**src/rtl/m72_irq_pkg.sv**
```systemverilog
// Shared types and constants for the M72 raster/vblank interrupt scheduler.
package m72_irq_pkg;

    typedef enum logic [1:0] {
        CFG_IDLE  = 2'd0,
        CFG_WR_LO = 2'd1,
        CFG_WR_HI = 2'd2
    } cfg_state_t;

    typedef enum logic [1:0] {
        IRQ_IDLE = 2'd0,
        IRQ_ACK1 = 2'd1,
        IRQ_ACK2 = 2'd2
    } irq_state_t;

    // Interrupt source bit positions in pending/mask/clear vectors
    localparam int SRC_RAS = 0;
    localparam int SRC_VBL = 1;

    localparam logic [1:0] ADDR_LINE_LO = 2'd0;
    localparam logic [1:0] ADDR_LINE_HI = 2'd1;
    localparam logic [1:0] ADDR_CLR     = 2'd2;
    localparam logic [1:0] ADDR_MASK    = 2'd3;

endpackage

```
**src/rtl/m72_irq_edge_latch.sv**
```systemverilog
// One interrupt source: rising-edge detect sampled on the pixel enable, feeding a
// sticky pending bit. A new edge beats a clear arriving in the same cycle.
module m72_irq_edge_latch (
    input  logic clk,
    input  logic rst,
    input  logic ce,
    input  logic sig,
    input  logic clr,
    output logic pending
);

    logic sig_prev_reg;

    always_ff @(posedge clk or posedge rst) begin
        if (rst) begin
            sig_prev_reg <= 1'b0;
            pending      <= 1'b0;
        end else begin
            if (ce) begin
                sig_prev_reg <= sig;
            end
            if (ce && sig && !sig_prev_reg) begin
                pending <= 1'b1;
            end else if (clr) begin
                pending <= 1'b0;
            end
        end
    end

endmodule

```
**src/rtl/m72_irq_scheduler.sv**
```systemverilog
// M72 interrupt scheduler: deferred raster-line config writes plus prioritised
// VBL/RAS interrupt with two-pulse INTA. Define M72_IRQ_MASK_EN for a writable mask.
module m72_irq_scheduler
    import m72_irq_pkg::*;
#(
    parameter logic [7:0] VBL_VECTOR = 8'h20,
    parameter logic [7:0] RAS_VECTOR = 8'h22,
    parameter int          INTA_TMO   = 64
) (
    input  logic        CLK_32M,
    input  logic        RESET,
    input  logic        CE_PIX,
    input  logic        CPU_WR,
    input  logic [1:0]  CPU_ADDR,
    input  logic [15:0] CPU_DIN,
    input  logic        HINT,
    input  logic        VBLK,
    output logic [15:0] TMG_D,
    output logic        TMG_A0,
    output logic        TMG_ISET,
    output logic        INT_REQ,
    input  logic        INTA,
    output logic [7:0]  INT_VECTOR,
    output logic        CFG_BUSY
);

    localparam int TMO_W = $clog2(INTA_TMO);

    logic            wr_line_lo, wr_line_hi, wr_clr;
    logic [8:0]      shadow_reg;
    logic            dirty_reg, immed_reg;
    cfg_state_t      cfg_state_reg;
    irq_state_t      irq_state_reg;
    logic            winner_reg;
    logic [TMO_W-1:0] tmo_cnt_reg;
    logic [1:0]      src_sig, pending, clr, mask, eff;
    logic            unused_din;

    assign wr_line_lo = CPU_WR && (CPU_ADDR == ADDR_LINE_LO);
    assign wr_line_hi = CPU_WR && (CPU_ADDR == ADDR_LINE_HI);
    assign wr_clr     = CPU_WR && (CPU_ADDR == ADDR_CLR);
    assign unused_din = ^CPU_DIN[14:8];

`ifdef M72_IRQ_MASK_EN
    logic [1:0] mask_reg;
    always_ff @(posedge CLK_32M or posedge RESET) begin
        if (RESET) begin
            mask_reg <= 2'b11;
        end else if (CPU_WR && (CPU_ADDR == ADDR_MASK)) begin
            mask_reg <= CPU_DIN[1:0];
        end
    end
    assign mask = mask_reg;
`else
    assign mask = 2'b11;
`endif

    assign CFG_BUSY = dirty_reg || (cfg_state_reg != CFG_IDLE);

    // Line writes are held in the shadow until vblank (or an immediate request) makes them safe
    always_ff @(posedge CLK_32M or posedge RESET) begin
        if (RESET) begin
            shadow_reg    <= 9'h000;
            dirty_reg     <= 1'b0;
            immed_reg     <= 1'b0;
            cfg_state_reg <= CFG_IDLE;
            TMG_D         <= 16'h0000;
            TMG_A0        <= 1'b0;
            TMG_ISET      <= 1'b0;
        end else begin
            TMG_D    <= 16'h0000;
            TMG_A0   <= 1'b0;
            TMG_ISET <= 1'b0;
            case (cfg_state_reg)
                CFG_IDLE: begin
                    if (dirty_reg && (VBLK || immed_reg)) begin
                        cfg_state_reg <= CFG_WR_LO;
                        TMG_ISET      <= 1'b1;
                        TMG_D         <= {8'h00, shadow_reg[7:0]};
                        dirty_reg     <= 1'b0;
                        immed_reg     <= 1'b0;
                    end
                end
                CFG_WR_LO: begin
                    cfg_state_reg <= CFG_WR_HI;
                    TMG_ISET      <= 1'b1;
                    TMG_A0        <= 1'b1;
                    TMG_D         <= {15'b0, shadow_reg[8]};
                end
                default: cfg_state_reg <= CFG_IDLE;
            endcase
            // A CPU write lands after the FSM so a coincident one re-arms dirty
            if (wr_line_lo) begin
                shadow_reg[7:0] <= CPU_DIN[7:0];
                dirty_reg       <= 1'b1;
            end
            if (wr_line_hi) begin
                shadow_reg[8] <= CPU_DIN[0];
                dirty_reg     <= 1'b1;
                if (CPU_DIN[15]) begin
                    immed_reg <= 1'b1;
                end
            end
        end
    end

    assign src_sig = {VBLK, HINT};
    assign eff     = pending & mask;

    always_comb begin
        clr = 2'b00;
        if (wr_clr) begin
            clr = CPU_DIN[1:0];
        end
        if ((irq_state_reg == IRQ_ACK1) && INTA) begin
            clr[winner_reg] = 1'b1;
        end
    end

    generate
        for (genvar gi = 0; gi < 2; gi++) begin : g_src
            m72_irq_edge_latch u_latch (
                .clk     (CLK_32M),
                .rst     (RESET),
                .ce      (CE_PIX),
                .sig     (src_sig[gi]),
                .clr     (clr[gi]),
                .pending (pending[gi])
            );
        end
    endgenerate

    // INT_REQ is only raised while the handshake FSM sits (or is returning) in IDLE
    always_ff @(posedge CLK_32M or posedge RESET) begin
        if (RESET) begin
            irq_state_reg <= IRQ_IDLE;
            winner_reg    <= 1'b0;
            tmo_cnt_reg   <= '0;
            INT_VECTOR    <= 8'h00;
            INT_REQ       <= 1'b0;
        end else begin
            INT_REQ <= 1'b0;
            if (INTA) begin
                INT_VECTOR <= 8'h00;
            end
            case (irq_state_reg)
                IRQ_IDLE: begin
                    if (INTA && (eff != 2'b00)) begin
                        irq_state_reg <= IRQ_ACK1;
                        winner_reg    <= eff[SRC_VBL];
                        tmo_cnt_reg   <= '0;
                    end else begin
                        INT_REQ <= (eff != 2'b00);
                    end
                end
                IRQ_ACK1: begin
                    if (INTA) begin
                        irq_state_reg <= IRQ_ACK2;
                        INT_VECTOR    <= winner_reg ? VBL_VECTOR : RAS_VECTOR;
                    end else if (tmo_cnt_reg == TMO_W'(INTA_TMO - 1)) begin
                        irq_state_reg <= IRQ_IDLE;
                        INT_REQ       <= (eff != 2'b00);
                    end else begin
                        tmo_cnt_reg <= tmo_cnt_reg + TMO_W'(1);
                    end
                end
                IRQ_ACK2: begin
                    irq_state_reg <= IRQ_IDLE;
                    INT_REQ       <= (eff != 2'b00);
                end
                default: irq_state_reg <= IRQ_IDLE;
            endcase
        end
    end

endmodule

```
**config.mk**
```make
export PLATFORM = sky130hd
export DESIGN_NAME = m72_irq_scheduler
export DESIGN_NICKNAME = d
export VERILOG_FILES = /design/src/rtl/m72_irq_pkg.sv /design/src/rtl/m72_irq_edge_latch.sv /design/src/rtl/m72_irq_scheduler.sv
export SDC_FILE = /design/constraint.sdc
export NUM_CORES = 1
export LEC_CHECK = 0
export CORE_UTILIZATION = 45
export CTS_CLUSTER_DIAMETER = 50
export CTS_CLUSTER_SIZE = 8
export DETAILED_ROUTE_END_ITERATION = 6
export PLACE_DENSITY = 0.76
export SLEW_MARGIN = 25
export SYNTH_ARGS = -nofsm -noshare
export SYNTH_HDL_FRONTEND = slang
export SYNTH_SLANG_ARGS = --single-unit
```
**constraint.sdc**
```tcl
create_clock -name CLK_32M -period 2.2 [get_ports CLK_32M]
set_input_delay 0.44 -clock CLK_32M [delete_from_list [all_inputs] [get_ports CLK_32M]]
set_output_delay 0.44 -clock CLK_32M [all_outputs]
set_load 0.05 [all_outputs]
```
## Word level (Yosys, flattened, before mapping)

Index checks and enable logic that the tools add are counted.

- Flip-flop bits (word level): 53
- Latch bits: 0
- Memory bits (writable): 0
- Memory bits (read-only): 0
- Input port bits: 25
- Output and inout bits: 28
- Logic and storage cells: 100
- Memories: 0

- $add $sub $neg: 1
- Multipliers: 0
- Divide/modulo/power cells: 0
- Magnitude comparators: 2
- Eq/ne operators: 11
- Shift-type cells: 0
- Multiplexer cells: 39
- Bitwise operators: 1
- Reductions and logical operators: 29

Operators with widths:

| cell | number |
|---|---|
| 8-bit 2-to-1 mux | 4 |
| 1-bit 2-to-1 mux | 18 |
| 6-bit 2-to-1 mux | 3 |
| 8-bit case mux with 2 select lines | 1 |
| 2-bit 2-to-1 mux | 7 |
| 6-bit case mux with 2 select lines | 1 |
| 1-bit logical AND | 11 |
| 2-bit nonzero test | 5 |
| 2-bit != test, second input constant | 4 |
| 2-bit case mux with 2 select lines | 2 |
| 6-bit by 1-bit adder with 6-bit output, second input constant | 1 |
| 2-bit by 1-bit == test with 1-bit output, second input constant | 3 |
| 6-bit == test, second input constant | 1 |
| 2-bit logical NOT | 3 |
| 2-bit AND reduction | 3 |
| 3-bit nonzero test | 2 |
| 2-bit == test, second input constant | 2 |
| 4-bit AND reduction | 1 |
| 3-bit by 2-bit != test with 1-bit output, second input constant | 1 |
| 1-bit case mux with 3 select lines | 1 |
| 1-bit logical NOT | 2 |
| 1-bit logical OR | 2 |
| 1-bit by 2-bit < comparator with 1-bit output, second input constant | 1 |
| 2-bit OR | 1 |
| 3 further kinds | 3 |

## Longest topological paths before layout

Gate-level depths: netlist (run 1).

- Word-level depth: 8
- Depth in mapped cells: 6
- Depth with buffers taken out: 5

## Modules after synthesis

From an unflattened synthesis (run 1), not the netlist that was laid out.

- Cell total of the unflattened synthesis: 157
- Area, all modules: 1913.1 um^2

Modules (own cells, without submodules):

| module | instances | cells an instance | area an instance (um^2) |
|---|---|---|---|
| m72_irq_scheduler | 1 | 141 | 1747.9 |
| m72_irq_edge_latch | 2 | 8 | 82.6 |

## Worst setup path before layout (run 1)

OpenSTA, ideal clock, no wires.

- Path type: reg-to-reg
- Start point: register tmo_cnt_reg[0]
- End point: register tmo_cnt_reg[5]
- Setup time: 118 ps
- Arrival time: 1431 ps
- Required time: 2082 ps
- Setup slack: 651 ps
- Cell stages (with the launch flop): 7
- Path buffers: 1
- Period minus slack after synthesis: 1549 ps
- Path through: dfrtp_1 ha_1 and3_1 a31o_1 buf_6 mux2i_1 a21o_1

- Longest elaborated chain between the ends: 4
- Elaborated cells on any way between the ends: 7

RTL lines:

| what | line | text |
|---|---|---|
| start: declaration | m72_irq_scheduler.sv:35 | `logic [TMO_W-1:0] tmo_cnt_reg;` |
| start signal: assignment | m72_irq_scheduler.sv:164 | `tmo_cnt_reg <= tmo_cnt_reg + TMO_W'(1);` |
| 6-bit by 1-bit adder with 6-bit output | m72_irq_scheduler.sv:164 |  |
| 6-bit 2-to-1 mux | m72_irq_scheduler.sv:160 | `end else if (tmo_cnt_reg == TMO_W'(INTA_TMO - 1)) begin` |
| 6-bit 2-to-1 mux | m72_irq_scheduler.sv:157 | `if (INTA) begin` |
| 6-bit case mux with 2 select lines | m72_irq_scheduler.sv:146 | `case (irq_state_reg)` |

Several ways; a longest one is shown, not always the timed one. The select of a mux whose other input is x is not followed.
A chain may end at the register's enable or synchronous reset.

## Worst setup path after layout (run 1)

- Start point: register cfg_state_reg[1]
- End point: output CFG_BUSY

- Longest elaborated chain between the ends: 2

RTL lines:

| what | line | text |
|---|---|---|
| start: declaration | m72_irq_scheduler.sv:32 | `cfg_state_t cfg_state_reg;` |
| start signal: assignment | m72_irq_scheduler.sv:66 | `cfg_state_reg <= CFG_IDLE;` |
| start signal: assignment | m72_irq_scheduler.sv:77 | `cfg_state_reg <= CFG_WR_LO;` |
| start signal: assignment | m72_irq_scheduler.sv:85 | `cfg_state_reg <= CFG_WR_HI;` |
| 2-bit nonzero test | m72_irq_scheduler.sv:58 | `assign CFG_BUSY = dirty_reg \|\| (cfg_state_reg != CFG_IDLE);` |
| 1-bit logical OR | m72_irq_scheduler.sv:58 |  |
| end: declaration | m72_irq_scheduler.sv:24 | `output logic CFG_BUSY` |

Every way passes these cells.

==> flow_metrics.py, run 1 <==
metrics = {
    "routing": {
        "drt_iter0_markers": 31,
        "ant_nets": 0,
        "wl_per_cell_um": 13.1,
        "vias_per_cell": 4.99,
        "wirelength_mm": 3.23,
        "first_pass_iters": 4,
        "via_count": 1232,
        "drc": 0,
    },
    "placed_design": {
        "io_buffers": 37,
        "gp_congestion": 0.755,
        "dp_hpwl_mm": 2.47,
    },
    "power": {
        "power_density_nw_per_um2": 1120,
        "p_leak_nw": 1.07,
        "ir_worst_vdd_mv": 0.599,
        "power.total_mw": 2.60,
    },
    "yosys": {
        "synthDominantCellAreaShare": 0.612,
        "async_reset_ff_frac": 1.00,
        "yosys.area.top_type": "dfrtp_1",
        "synth.top_cells.by_area": "dfrtp_1 61%, mux2_2 6.1%, nor2b_1 3.7%, buf_4 3.3%, o21ai_0 3.0%",
        "netlist_area_um2": 1840,
        "ys_ff_latch": 45,
        "synth-edff-count": 0,
        "synth.avg_cell_area_um2": 11.9,
        "yosysWarningCount": 0,
        "synthFlopType": "dfrtp_1",
        "synth_seq_area_share": 0.612,
        "syn_inst": 155,
        "synthDistinctLibCells": 39,
    },
    "final_layout": {
        "layout-drive-gt1-share": 0.121,
        "antenna_cells": 0,
        "final_common_cell": "dfrtp_1",
        "mostFrequentLayoutCells": "45 x dfrtp_1, 36 x clkdlybuf4s50_1, 11 x nor2b_1, 11 x o21ai_0, 10 x mux2_2",
        "area_delta_synth_final_pct": 26.5,
        "largest_reg_flops": 9,
        "num-nets-final": 226,
    },
    "cts": {
        "cts_tree": "done",
        "root_buffer": "clkbuf_8",
        "cts.sinks": 45,
        "postCtsSetupBuffers": 0,
        "numCtsBuffers": 5,
        "clk_latency_ns": 0.28,
        "htree_levels": 2,
        "cts_buffer_depth": 2,
        "clkTransAtPathRegs_ns": 0.07,
    },
    "setup_path": {
        "critical-path-max-stage-delay_ns": 0.43,
        "critical_path.cell_chain": "or3_1 > dlygate4sd2_1",
        "start_kind": "flip-flop",
        "crit_family": "flip-flops",
        "critical_path.endpoint_type": "primary output",
        "critPathBufInv": 1,
        "crit_required_ns": 1.76,
        "path_class": "reg2out",
        "r2r-start": "tmo_cnt_reg[0]$_DFFE_PP0P_",
        "cp-startpoint": "cfg_state_reg[1]$_DFFE_PP0P_",
        "crit_path_max_fanout": 6,
        "cp.arrival_ns": 1.53,
        "crit_slowest_cell": "dfrtp_1",
    },
    "floorplan": {
        "die-height_um": 65.9,
        "core-area_um2": 3800,
        "ios": 53,
        "dieArea_um2": 4350,
        "core.rowCount": 22,
        "dieWidth_um": 65.9,
        "floorplan.initialDensity": 0.484,
    },
    "flow_run": {
        "cap_violations": 0,
    },
    "hold_path": {
        "hold_start": "g_src[0].u_latch.sig_prev_reg$_DFFE_PP0P_",
        "worstHoldPathType": "reg2reg",
    },
    "grt": {
        "grt_pass1_wl_mm": 5.40,
        "grt_pass1_vias": 1290,
        "grt_max_degree": 23,
        "gr-total-overflow": 0,
        "grt_usage": 0.165,
        "antenna_found_initial": 0,
    },
    "timing": {
        "setup_violations": 0,
        "fin_skew_ns": 0.00517,
        "max_freq_mhz": 507,
        "final-hold-violation-count": 0,
        "final_max_slew_viol_count": 0,
        "tns_ns": 0,
        "tightest_slew_ns": 0.724,
        "relSlewSlack": 0.514,
        "grt_setup_unrepaired": "no",
        "period_share": 0.897,
        "period_needed_ns": 1.97,
    },
    "status": {
        "status": "completed",
    },
}
-- metrics by stage --
stage,setup slack [ns],hold WS [ns],utilization,std cells,instance area [um2]
floorplan,0.651,0.435,-,162,1870
global placement,0.183,0.447,0.593,241,2250
detailed placement,0.141,0.457,0.593,241,2250
CTS,0.232,0.468,0.612,247,2330
global route,0.191,0.499,0.612,247,2330
finish,0.226,0.467,0.612,247,2330
-- where the power goes --
part           internal [mW]  leakage (nW)  switching (mW)
Clock                  0.209        0.0399           0.236
Sequential              1.04         0.579           0.148
Combinational          0.366         0.454           0.605
-- metal layers --
layer  vias up  track usage  wire [um]
met4         0       0.0479          8
li1        597            -          -
met1       608        0.194       1420
met3         2       0.0431        143
met5         -            0          0
met2        25        0.293       1660
-- Yosys cell counts, drive strengths merged, types with 6 or more instances --
library cell,instances
and2,8
buf,10
dfrtp,45
inv,8
mux2,10
nand2,7
nand3,6
nor2,9
nor2b,11
o21ai,11
-- worst reg2reg max path, cell delays in order (launching register included) --
cell	delay [ns]
dfrtp_1	0.43
ha_1	0.24
and3_1	0.23
a31o_1	0.32
mux2i_1	0.16
a21o_1	0.18
-- timing repair --
item                                   4_1_cts  5_1_grt
setup endpoints to repair                    1        0
hold buffers                                 0        0
gates resized for setup                      1        0
endpoints found under the hold margin        0        0
-- path summary, 6_finish.rpt --
path                            slack, ns                                    to  cells past startpoint
worst min register to register       0.47  g_src[0].u_latch.pending$_DFFE_PP0P_                      1
worst min-delay path                 0.47  g_src[0].u_latch.pending$_DFFE_PP0P_                      1
worst max-delay path                 0.23                              CFG_BUSY                      2
max in group asynchronous            1.13             shadow_reg[1]$_DFFE_PP0P_                      3
worst max register to register       0.53            tmo_cnt_reg[5]$_DFFE_PP0P_                      5
min in group asynchronous            0.49               INT_VECTOR[0]$_DFF_PP0_                      2
-- final cells by class --
class                      count  area (um2)
clock buffer                   5        68.8
clock inverter                 1        5.00
fill                         308        1470
inverter                       8        30.0
multi-input combinational     98         629
sequential                    45        1130
tap                           48        60.1
timing repair buffer          42         407
-- kinds of logic (layout without fill, tap and decap cells) --
group	after synthesis	after routing	synth area share
AO/OA/AOI/OAI	23	23	0.0789
adder cells (fa/ha/maj)	1	1	0.00680
buffers and inverters	19	56	0.0599
flip-flops	45	45	0.612
multiplexers	12	12	0.0721
other	1	8	0.00204
AND/OR/NAND/NOR	54	54	0.168
(Power assumes the default switching activity.)
==> run 2, diff against run 1 <==
--- a/config.mk
+++ b/config.mk
@@ -5,11 +5,10 @@
 export SDC_FILE = /design/constraint.sdc
 export NUM_CORES = 1
 export LEC_CHECK = 0
-export CORE_UTILIZATION = 45
+export CORE_UTILIZATION = 31
 export CTS_CLUSTER_DIAMETER = 50
 export CTS_CLUSTER_SIZE = 8
 export DETAILED_ROUTE_END_ITERATION = 6
-export PLACE_DENSITY = 0.76
 export SLEW_MARGIN = 25
 export SYNTH_ARGS = -nofsm -noshare
 export SYNTH_HDL_FRONTEND = slang
==> constraint.sdc (replaced) <==
create_clock -name CLK_32M -period 2.4 [get_ports CLK_32M]
set_input_delay 0.48 -clock CLK_32M [delete_from_list [all_inputs] [get_ports CLK_32M]]
set_output_delay 0.48 -clock CLK_32M [all_outputs]
set_load 0.05 [all_outputs]
==> run 2 against run 1 <==
Net effect: non-clock buffer count is 1 lower; wire length grew 1.7%; register-to-register slack gained 0.23 ns; cell count increased by 10%; sequential share of layout area fell by 1.2 points; via count is 0.73% lower; critical path depth unchanged; sequential power fell by 9%; setup slack worse by 0.13 ns; first-iteration DRC count is 23% higher; highest routed layer unchanged.
==> flow_metrics.py, run 2 (synthesis results as in run 1) <==
metrics = {
    "floorplan": {
        "dieArea_um2": 6240,
        "ios": 53,
        "core.rowCount": 27,
        "dieWidth_um": 79.0,
        "die-height_um": 79.0,
        "core-area_um2": 5610,
        "floorplan.initialDensity": 0.328,
    },
    "final_layout": {
        "layout-drive-gt1-share": 0.130,
        "area_delta_synth_final_pct": 29.8,
        "antenna_cells": 0,
        "final_common_cell": "dfrtp_1",
        "fillers": 556,
        "num-nets-final": 225,
        "largest_reg_flops": 9,
        "mostFrequentLayoutCells": "45 x dfrtp_1, 37 x clkdlybuf4s50_1, 11 x nor2b_1, 11 x o21ai_0, 10 x mux2_2",
        "post_layout_nonfiller_instances": 272,
    },
    "timing": {
        "period_needed_ns": 2.30,
        "period_share": 0.958,
        "relSlewSlack": 0.652,
        "final_max_slew_viol_count": 0,
        "grt_setup_unrepaired": "no",
        "final-hold-violation-count": 0,
        "fin_skew_ns": 0.00949,
        "tightest_slew_ns": 0.517,
        "max_freq_mhz": 435,
        "tns_ns": 0,
        "setup_violations": 0,
    },
    "cts": {
        "cts_tree": "done",
        "cts.sinks": 45,
        "postCtsSetupBuffers": 0,
        "clkTransAtPathRegs_ns": 0.09,
        "htree_levels": 2,
        "cts_resized": 0,
        "cts-hold-fix-buffers": 0,
        "numCtsBuffers": 5,
        "cts_buffer_depth": 2,
        "clk_latency_ns": 0.29,
        "root_buffer": "clkbuf_8",
    },
    "power": {
        "p_leak_nw": 1.08,
        "p_int_mw": 1.52,
        "pwr-share-comb": 0.360,
        "p_sw_mw": 0.939,
        "ir_worst_vdd_mv": 0.504,
        "switching_share": 0.381,
        "p_clk_frac": 0.201,
        "p_seq_frac": 0.439,
        "power_density_nw_per_um2": 1030,
    },
    "setup_path": {
        "path_class": "reg2out",
        "r2r_slack_ns": 0.76,
        "r2r-start": "tmo_cnt_reg[0]$_DFFE_PP0P_",
        "r2r_end": "tmo_cnt_reg[5]$_DFFE_PP0P_",
        "critical_path.cell_chain": "or3_1 > clkdlybuf4s50_1",
        "critical_path.endpoint_type": "primary output",
        "crit_required_ns": 1.92,
        "crit_path_max_fanout": 6,
        "start_kind": "flip-flop",
        "cp.arrival_ns": 1.82,
        "critical-path-max-stage-delay_ns": 0.71,
        "crit_slowest_cell": "clkdlybuf4s50_1",
        "ff2ff_path_depth": 5,
    },
    "routing": {
        "vias_per_cell": 4.50,
        "ant_nets": 0,
        "wirelength_mm": 3.28,
        "drt_iter0_markers": 38,
        "first_pass_iters": 4,
        "via_count": 1223,
        "wl_per_cell_um": 12.1,
        "drc": 0,
    },
    "flow_run": {
        "cap_violations": 0,
    },
    "hold_path": {
        "min_to": "g_src[1].u_latch.pending$_DFFE_PP0P_",
        "hold_start": "g_src[1].u_latch.sig_prev_reg$_DFFE_PP0P_",
        "worstHoldPathType": "reg2reg",
        "min_path_cells": 1,
    },
    "grt": {
        "grt_pass1_wl_mm": 5.73,
        "gr-total-overflow": 0,
        "grt_usage": 0.122,
        "antenna_found_initial": 0,
        "grt_max_degree": 24,
        "grt_pass1_vias": 1211,
    },
    "placed_design": {
        "dp_cells": 264,
        "gp_congestion": 0.793,
        "io_buffers": 37,
        "dp_hpwl_mm": 2.42,
    },
    "status": {
        "status": "completed",
    },
}
run 2: changes by cell type in the layout (fill, tap and decap cells not counted), sizes merged:
cell and change:
buf -1, clkbuf +1, clkdlybuf4s50 +1, clkinv -2
clkinvlp +1, dlygate4sd2 -1, inv +2
run 2: how the worst max path moves through the flow:
| stage | to | slack, ns | startpoint | cells past startpoint |
|---|---|---|---|---|
| after floorplan | tmo_cnt_reg[5]$_DFFE_PP0P_ | 0.83 | INTA | 5 |
| after global placement | tmo_cnt_reg[5]$_DFFE_PP0P_ | 0.27 | INTA | 5 |
| final | CFG_BUSY | 0.10 | cfg_state_reg[1]$_DFFE_PP0P_ | 2 |
| after CTS | CFG_BUSY | 0.07 | cfg_state_reg[1]$_DFFE_PP0P_ | 2 |
| after global routing | CFG_BUSY | 0.04 | cfg_state_reg[1]$_DFFE_PP0P_ | 2 |
| after detailed placement | tmo_cnt_reg[5]$_DFFE_PP0P_ | 0.27 | INTA | 5 |
run 2: stage by stage:
step | hold WS (ns) | util | power, mW | setup slack (ns) | cell area, um2
after detailed placement | 0.455 | 0.408 | 2.00 | 0.267 | 2290
after global routing | 0.490 | 0.426 | 2.62 | 0.0369 | 2390
after floorplan | 0.435 | - | 1.71 | 0.831 | 1870
final | 0.462 | 0.426 | 2.46 | 0.100 | 2390
after CTS | 0.470 | 0.426 | 2.50 | 0.0690 | 2390
after global placement | 0.447 | 0.408 | 1.98 | 0.274 | 2290
run 2: per-layer routing:
layer,share of wire,vias up,track usage
met1,0.45,599,0.152
met2,0.49,25,0.191
met3,0.052,2,0.0437
met5,0,-,0
li1,-,597,-
met4,0.0076,0,0.0491
run 2: area by class of cell:
type	instances	area, um2	share of cell area
Sequential cell	45	1130	0.472
Multi-Input combinational cell	98	629	0.264
Timing Repair Buffer	41	413	0.173
Tap cell	72	90.1	0.0377
Clock buffer	6	82.6	0.0346
Inverter	8	30.0	0.0126
Clock inverter	2	16.3	0.00681
run 2: worst max-delay path: cells and delay by family, from the launching register on:
kind / cells / cell delay [ns]
and+or+nand+nor: 1 / 0.39
DFF: 1 / 0.43
buffers and inverters: 1 / 0.71
run 2: power groups by stage:
stage               Clock [mW]  Sequential (mW)  Combinational (mW)
floorplan                    0             1.32               0.389
global placement             0             1.09               0.888
detailed placement           0             1.10               0.898
CTS                      0.519             1.08               0.898
global route             0.553             1.11               0.957
finish                   0.495             1.08               0.887
